<file path="config.mk">
export PLATFORM = sky130hd
export DESIGN_NAME = vga_sync_gen
export DESIGN_NICKNAME = d
export VERILOG_FILES = /design/src/rtl/vga_sync_gen.sv
export SDC_FILE = /design/constraint.sdc
export NUM_CORES = 1
export LEC_CHECK = 0
export ABC_AREA = 1
export BUFFER_PORTS_ARGS = -buffer_cell sky130_fd_sc_hd__buf_2
export CAP_MARGIN = 0
export CORE_MARGIN = 5
export CORE_UTILIZATION = 35
export DETAILED_ROUTE_END_ITERATION = 10
export HOLD_SLACK_MARGIN = 0.08
export PLACE_DENSITY = 0.56
export SLEW_MARGIN = 0
export SYNTH_ARGS = -nofsm -noshare
export SYNTH_HDL_FRONTEND = slang
export SYNTH_SLANG_ARGS = --single-unit
</file>
<file path="constraint.sdc">
create_clock -name clk -period 1.48 [get_ports clk]
set_clock_uncertainty 0.2 [all_clocks]
set_input_delay 0.148 -clock clk [delete_from_list [all_inputs] [get_ports clk]]
set_output_delay 0.148 -clock clk [all_outputs]
set_load 0.01 [all_outputs]
</file>
<file path="src/rtl/vga_sync_gen.sv">
// vga_sync_gen: parametrised VGA timing generator with
// delayed sync/enable, line/frame strobes and a frame counter.
module vga_sync_gen #(
  parameter int H_ACTIVE   = 640,
  parameter int H_FP       = 16,
  parameter int H_SYNC     = 96,
  parameter int H_BP       = 48,
  parameter int V_ACTIVE   = 480,
  parameter int V_FP       = 10,
  parameter int V_SYNC     = 2,
  parameter int V_BP       = 33,
  parameter bit HSYNC_POL  = 1'b0,
  parameter bit VSYNC_POL  = 1'b0,
  parameter int PIPE_DEPTH = 2,
  parameter int CNT_W      = 10,
  parameter int FRAME_W    = 8
) (
  input  logic               clk,
  input  logic               rst_n,
  input  logic               ena,
  output logic [CNT_W-1:0]   x,
  output logic [CNT_W-1:0]   y,
  output logic               hsync,
  output logic               vsync,
  output logic               display_on,
  output logic               line_start,
  output logic               frame_start,
  output logic [FRAME_W-1:0] frame_cnt
);

  localparam int H_TOTAL = H_ACTIVE + H_FP + H_SYNC + H_BP;
  localparam int V_TOTAL = V_ACTIVE + V_FP + V_SYNC + V_BP;
  localparam int CW1     = CNT_W + 1;

  localparam logic [CNT_W:0] H_LAST = CW1'(H_TOTAL - 1);
  localparam logic [CNT_W:0] V_LAST = CW1'(V_TOTAL - 1);
  localparam logic [CNT_W:0] H_DE   = CW1'(H_ACTIVE);
  localparam logic [CNT_W:0] V_DE   = CW1'(V_ACTIVE);
  localparam logic [CNT_W:0] HS_BEG = CW1'(H_ACTIVE + H_FP);
  localparam logic [CNT_W:0] HS_END = CW1'(H_ACTIVE + H_FP + H_SYNC);
  localparam logic [CNT_W:0] VS_BEG = CW1'(V_ACTIVE + V_FP);
  localparam logic [CNT_W:0] VS_END = CW1'(V_ACTIVE + V_FP + V_SYNC);

  if (H_TOTAL > (1 << CNT_W) || V_TOTAL > (1 << CNT_W)) begin : g_bad_cnt
    $error("vga_sync_gen: H_TOTAL/V_TOTAL exceed 2**CNT_W");
  end
  if (PIPE_DEPTH < 0 || PIPE_DEPTH > 7) begin : g_bad_pipe
    $error("vga_sync_gen: PIPE_DEPTH must be 0..7");
  end

  logic [CNT_W:0] x_w;
  logic [CNT_W:0] y_w;
  logic           wrap_x;
  logic           wrap_y;
  logic           hs_raw;
  logic           vs_raw;
  logic           de_raw;
  logic           hs_pol;
  logic           vs_pol;

  // raw decode of the current position, widened so bounds never overflow
  always_comb begin
    x_w    = {1'b0, x};
    y_w    = {1'b0, y};
    wrap_x = (x_w == H_LAST);
    wrap_y = (y_w == V_LAST);
    hs_raw = (x_w >= HS_BEG) && (x_w < HS_END);
    vs_raw = (y_w >= VS_BEG) && (y_w < VS_END);
    de_raw = (x_w < H_DE) && (y_w < V_DE);
    hs_pol = hs_raw ^ ~HSYNC_POL;
    vs_pol = vs_raw ^ ~VSYNC_POL;
  end

  // pixel/line/frame counters, advancing only when enabled
  always_ff @(posedge clk or negedge rst_n) begin
    if (!rst_n) begin
      x         <= '0;
      y         <= '0;
      frame_cnt <= '0;
    end else if (ena) begin
      if (wrap_x) begin
        x <= '0;
        if (wrap_y) begin
          y         <= '0;
          frame_cnt <= frame_cnt + 1'b1;
        end else begin
          y <= y + 1'b1;
        end
      end else begin
        x <= x + 1'b1;
      end
    end
  end

  // one-cycle strobes; they self-clear even while ena is low
  always_ff @(posedge clk or negedge rst_n) begin
    if (!rst_n) begin
      line_start  <= 1'b0;
      frame_start <= 1'b0;
    end else begin
      line_start  <= ena && wrap_x;
      frame_start <= ena && wrap_x && wrap_y;
    end
  end

  if (PIPE_DEPTH == 0) begin : g_comb
    assign hsync      = hs_pol;
    assign vsync      = vs_pol;
    assign display_on = de_raw;
  end else begin : g_pipe
    logic [PIPE_DEPTH-1:0] hs_q;
    logic [PIPE_DEPTH-1:0] vs_q;
    logic [PIPE_DEPTH-1:0] de_q;

    // delay line keeping sync/enable aligned with the pixel pipeline
    always_ff @(posedge clk or negedge rst_n) begin
      if (!rst_n) begin
        hs_q <= {PIPE_DEPTH{~HSYNC_POL}};
        vs_q <= {PIPE_DEPTH{~VSYNC_POL}};
        de_q <= '0;
      end else if (ena) begin
        hs_q[0] <= hs_pol;
        vs_q[0] <= vs_pol;
        de_q[0] <= de_raw;
        for (int i = 1; i < PIPE_DEPTH; i++) begin
          hs_q[i] <= hs_q[i-1];
          vs_q[i] <= vs_q[i-1];
          de_q[i] <= de_q[i-1];
        end
      end
    end

    assign hsync      = hs_q[PIPE_DEPTH-1];
    assign vsync      = vs_q[PIPE_DEPTH-1];
    assign display_on = de_q[PIPE_DEPTH-1];
  end

endmodule

</file>
==> run metrics <==
Internal=approximately 0.0022 W; fin util=51.5%; r2r startpoint=x[0]$_DFFE_PN0P_; failing checks=setup timing; CP Capture Type=register; antenna-violating nets left=0; initial drt markers=76; WS Path Type=reg2reg; Post-Synth XOR/XNOR Area=4.30%; Switching Fraction=roughly a third; Ys Warns=0; Max Cap Viol=0; Hold Path Class=in2async; Net Count, Synth=272; Layout Nets=roughly 360; largest cells by area after synthesis=dfrtp_1, nand2_1, inv_1; Period minus WS final=around 1.6 ns; vias in the first global route=around 1900; Reg power frac=a little under two fifths; Worst-Skew Late Latency=~0.3 ns; clock transition at the registers of the reported paths=0.08 ns; Area after DPL=2600 um2; port bufs=35; die footprint=between 7000 and 8000 um2; Async S/R FF share, synth=100%; final period utilization=109%; Max rail drop VDD=0.604 mV; IO Pins=36; largest family of logic cells by synthesized area=simple AND/OR/NAND/NOR gates; Switch Pwr=a little over 0.001 W; Final setup violation count=25; Final Hold Vio Count=0; CTS buffer count=5; RSZ-0062 raised after global routing=true; register area share after synthesis=between 40% and 50%; mux cell area share after synthesis=0%; most frequent cells in the layout=nand2_1, buf_4, buf_2; CTS sink count=36; power share of the clock group=a little under a third; Worst setup SP type=register; post-route cell area=between 2000 and 3000 um2; Post-Route WL=~5200 um; Req. time, crit path=about 1.5 ns; Via density=about 4.6; initial antenna violation count=0; Filler Cells Inserted=554; Slew HR=between 70% and 80%; CP Max Fanout=5; TritonCTS clock tree=done; area grow syn2layout=40.9%; DRC=0; TritonRoute pass-1 iters=4; most common cell after layout, fill and taps aside=nand2_1; Main synth FF type=dfrtp_1; GPL Wtd Cong=about 0.8; Fin Hold WS=around 0.11 ns; crit path launch=x[0]$_DFFE_PN0P_; layout cells sized above 1=between 30% and 40%; adder-cell share of the synthesized area=approximately 3.7%; Pwr Density=roughly 1100 nW/um2; Yosys top cell by area=dfrtp_1; status=finished, violations left; largest net degree at the start of global routing=22; global-route wire length before repair=a little under 9000 um; Die Y=around 86 um; die width=86.3 um; maximum clock frequency=approximately 620 MHz; Core ar.=5570 um2; Synth Area in Simple Gates=a little under a third; row count=27; Mapped Area=around 2000 um2; number of synthesized flops with an enable pin=0; ANT cells=0; Synth Register Bits=36; Slew Viols, Final=0; Compound-Gate Fraction of Synth Area=about 6.8%; htree depth=2; Total Routing Usage GR=between 10 and 15%; Lkg Pwr=approximately 1.5 nW; CTS root buf=clkbuf_8; Post-DP HPWL=3870 um; Final Total Pwr=between 0.003 and 0.004 W; Logic pwr share=31.6%; Syn Inst Count=263; DR WL/cell=12.4 um; Mapped Avg Cell Area=7.74 um2; arrival time at the worst endpoint=~1.6 ns; Least-Margin Pin Slew=roughly 0.41 ns; post-synth top area share=39.3%; Cell variety after synth=30; final worst slack=-0.132 ns; deepest clock path buffer count=2; total global routing overflow=0; routed via count=1932; Initial Utilization=approximately 37%
==> per-layer routing <==
metal,track usage (%),vias to the layer above,part of all wire (%)
li1,-,992,-
met1,19.1,900,47
met2,24.6,35,47
met3,4.09,5,4.2
met4,4.25,0,1.3
met5,0,-,0
==> Yosys cell counts (4+ instances only) <==
cell,number
o21ai_0,13
nand3_1,19
nand4_1,7
nand2_2,4
dfrtp_1,32
o21ai_1,5
inv_1,33
ha_1,6
nor2_1,29
dfstp_2,4
xor2_1,9
nor3_1,5
nand2_1,71
==> timing repair <==
item                                    4_1_cts  5_1_grt
pin swaps                                     3        9
gates cloned                                  0        1
buffers inserted                              1        1
endpoints found under the setup margin       23       28
hold buffers                                  4        0
resized for setup                             9       16
hold endpoints to repair                     35        0
==> power groups by stage <==
stage	clock (W)	sequential [W]	combinational (W)
final	0.000965	0.00120	0.00100
after global routing	0.00104	0.00122	0.00111
after CTS	0.000994	0.00120	0.000985
after detailed placement	0	0.00121	0.000951
after global placement	0	0.00121	0.000948
after floorplan	0	0.00132	0.000329
==> worst max-delay path, stage by stage (launching register included) <==
cell and delay [ns]:
dfrtp_1 0.40, ha_4 0.16, nand2_4 0.05, nor2_4 0.14, nand4_4 0.13, nor2_4 0.20, buf_6 0.15, nand2_2 0.04
o21ai_1 0.06
==> cells by family (layout without fill, tap and decap cells) <==
kind of cell | Yosys count | in the layout
AO/OA/AOI/OAI | 25 | 25
adder cells (fa/ha/maj) | 6 | 6
XOR/XNOR | 10 | 10
flip-flops | 36 | 36
AND/OR/NAND/NOR | 144 | 145
buffers and inverters | 42 | 126
==> metrics by stage <==
| stage | setup WS (ns) | cells | TNS [ns] |
|---|---|---|---|
| floorplan | -0.133 | 263 | -1.91 |
| global placement | -0.0938 | 405 | -1.08 |
| detailed placement | -0.136 | 405 | -1.99 |
| CTS | -0.115 | 418 | -1.80 |
| global route | -0.225 | 420 | -4.22 |
| finish | -0.132 | 420 | -1.69 |
==> worst paths after layout <==
kind,to,slack [ns],cells after the start
worst min-delay path,frame_cnt[1]$_DFFE_PN0P_,0.11,2
worst max-delay path,frame_cnt[7]$_DFFE_PN0P_,-0.13,8
worst min register to register,g_pipe.vs_q[1]$_DFFE_PN1P_,0.27,2
max in group asynchronous,g_pipe.hs_q[1]$_DFFE_PN1P_,0.43,3
min in group clk,x[7]$_DFFE_PN0P_,0.14,7
worst max register to register,frame_cnt[7]$_DFFE_PN0P_,-0.13,8
==> sequential cells by signal, indices dropped and copies added, names as in the netlist <==
| signal | flops |
|---|---|
| g_pipe.hs_q | 2 |
| frame_start | 1 |
| line_start | 1 |
| g_pipe.de_q | 2 |
| frame_cnt | 8 |
| y | 10 |
| x | 10 |
| g_pipe.vs_q | 2 |
==> layout make-up <==
type | instances | area [um2] | share of cell area, %
multi-input cells | 186 | 1060 | 36.8
flip-flops and latches | 36 | 906 | 31.6
repair buffers | 81 | 551 | 19.2
inverters | 37 | 140 | 4.88
clock buffers | 7 | 96.3 | 3.36
well taps | 72 | 90.1 | 3.14
clock inverters | 1 | 30.0 | 1.05
No activity file was read; power rests on OpenSTA's default activity.
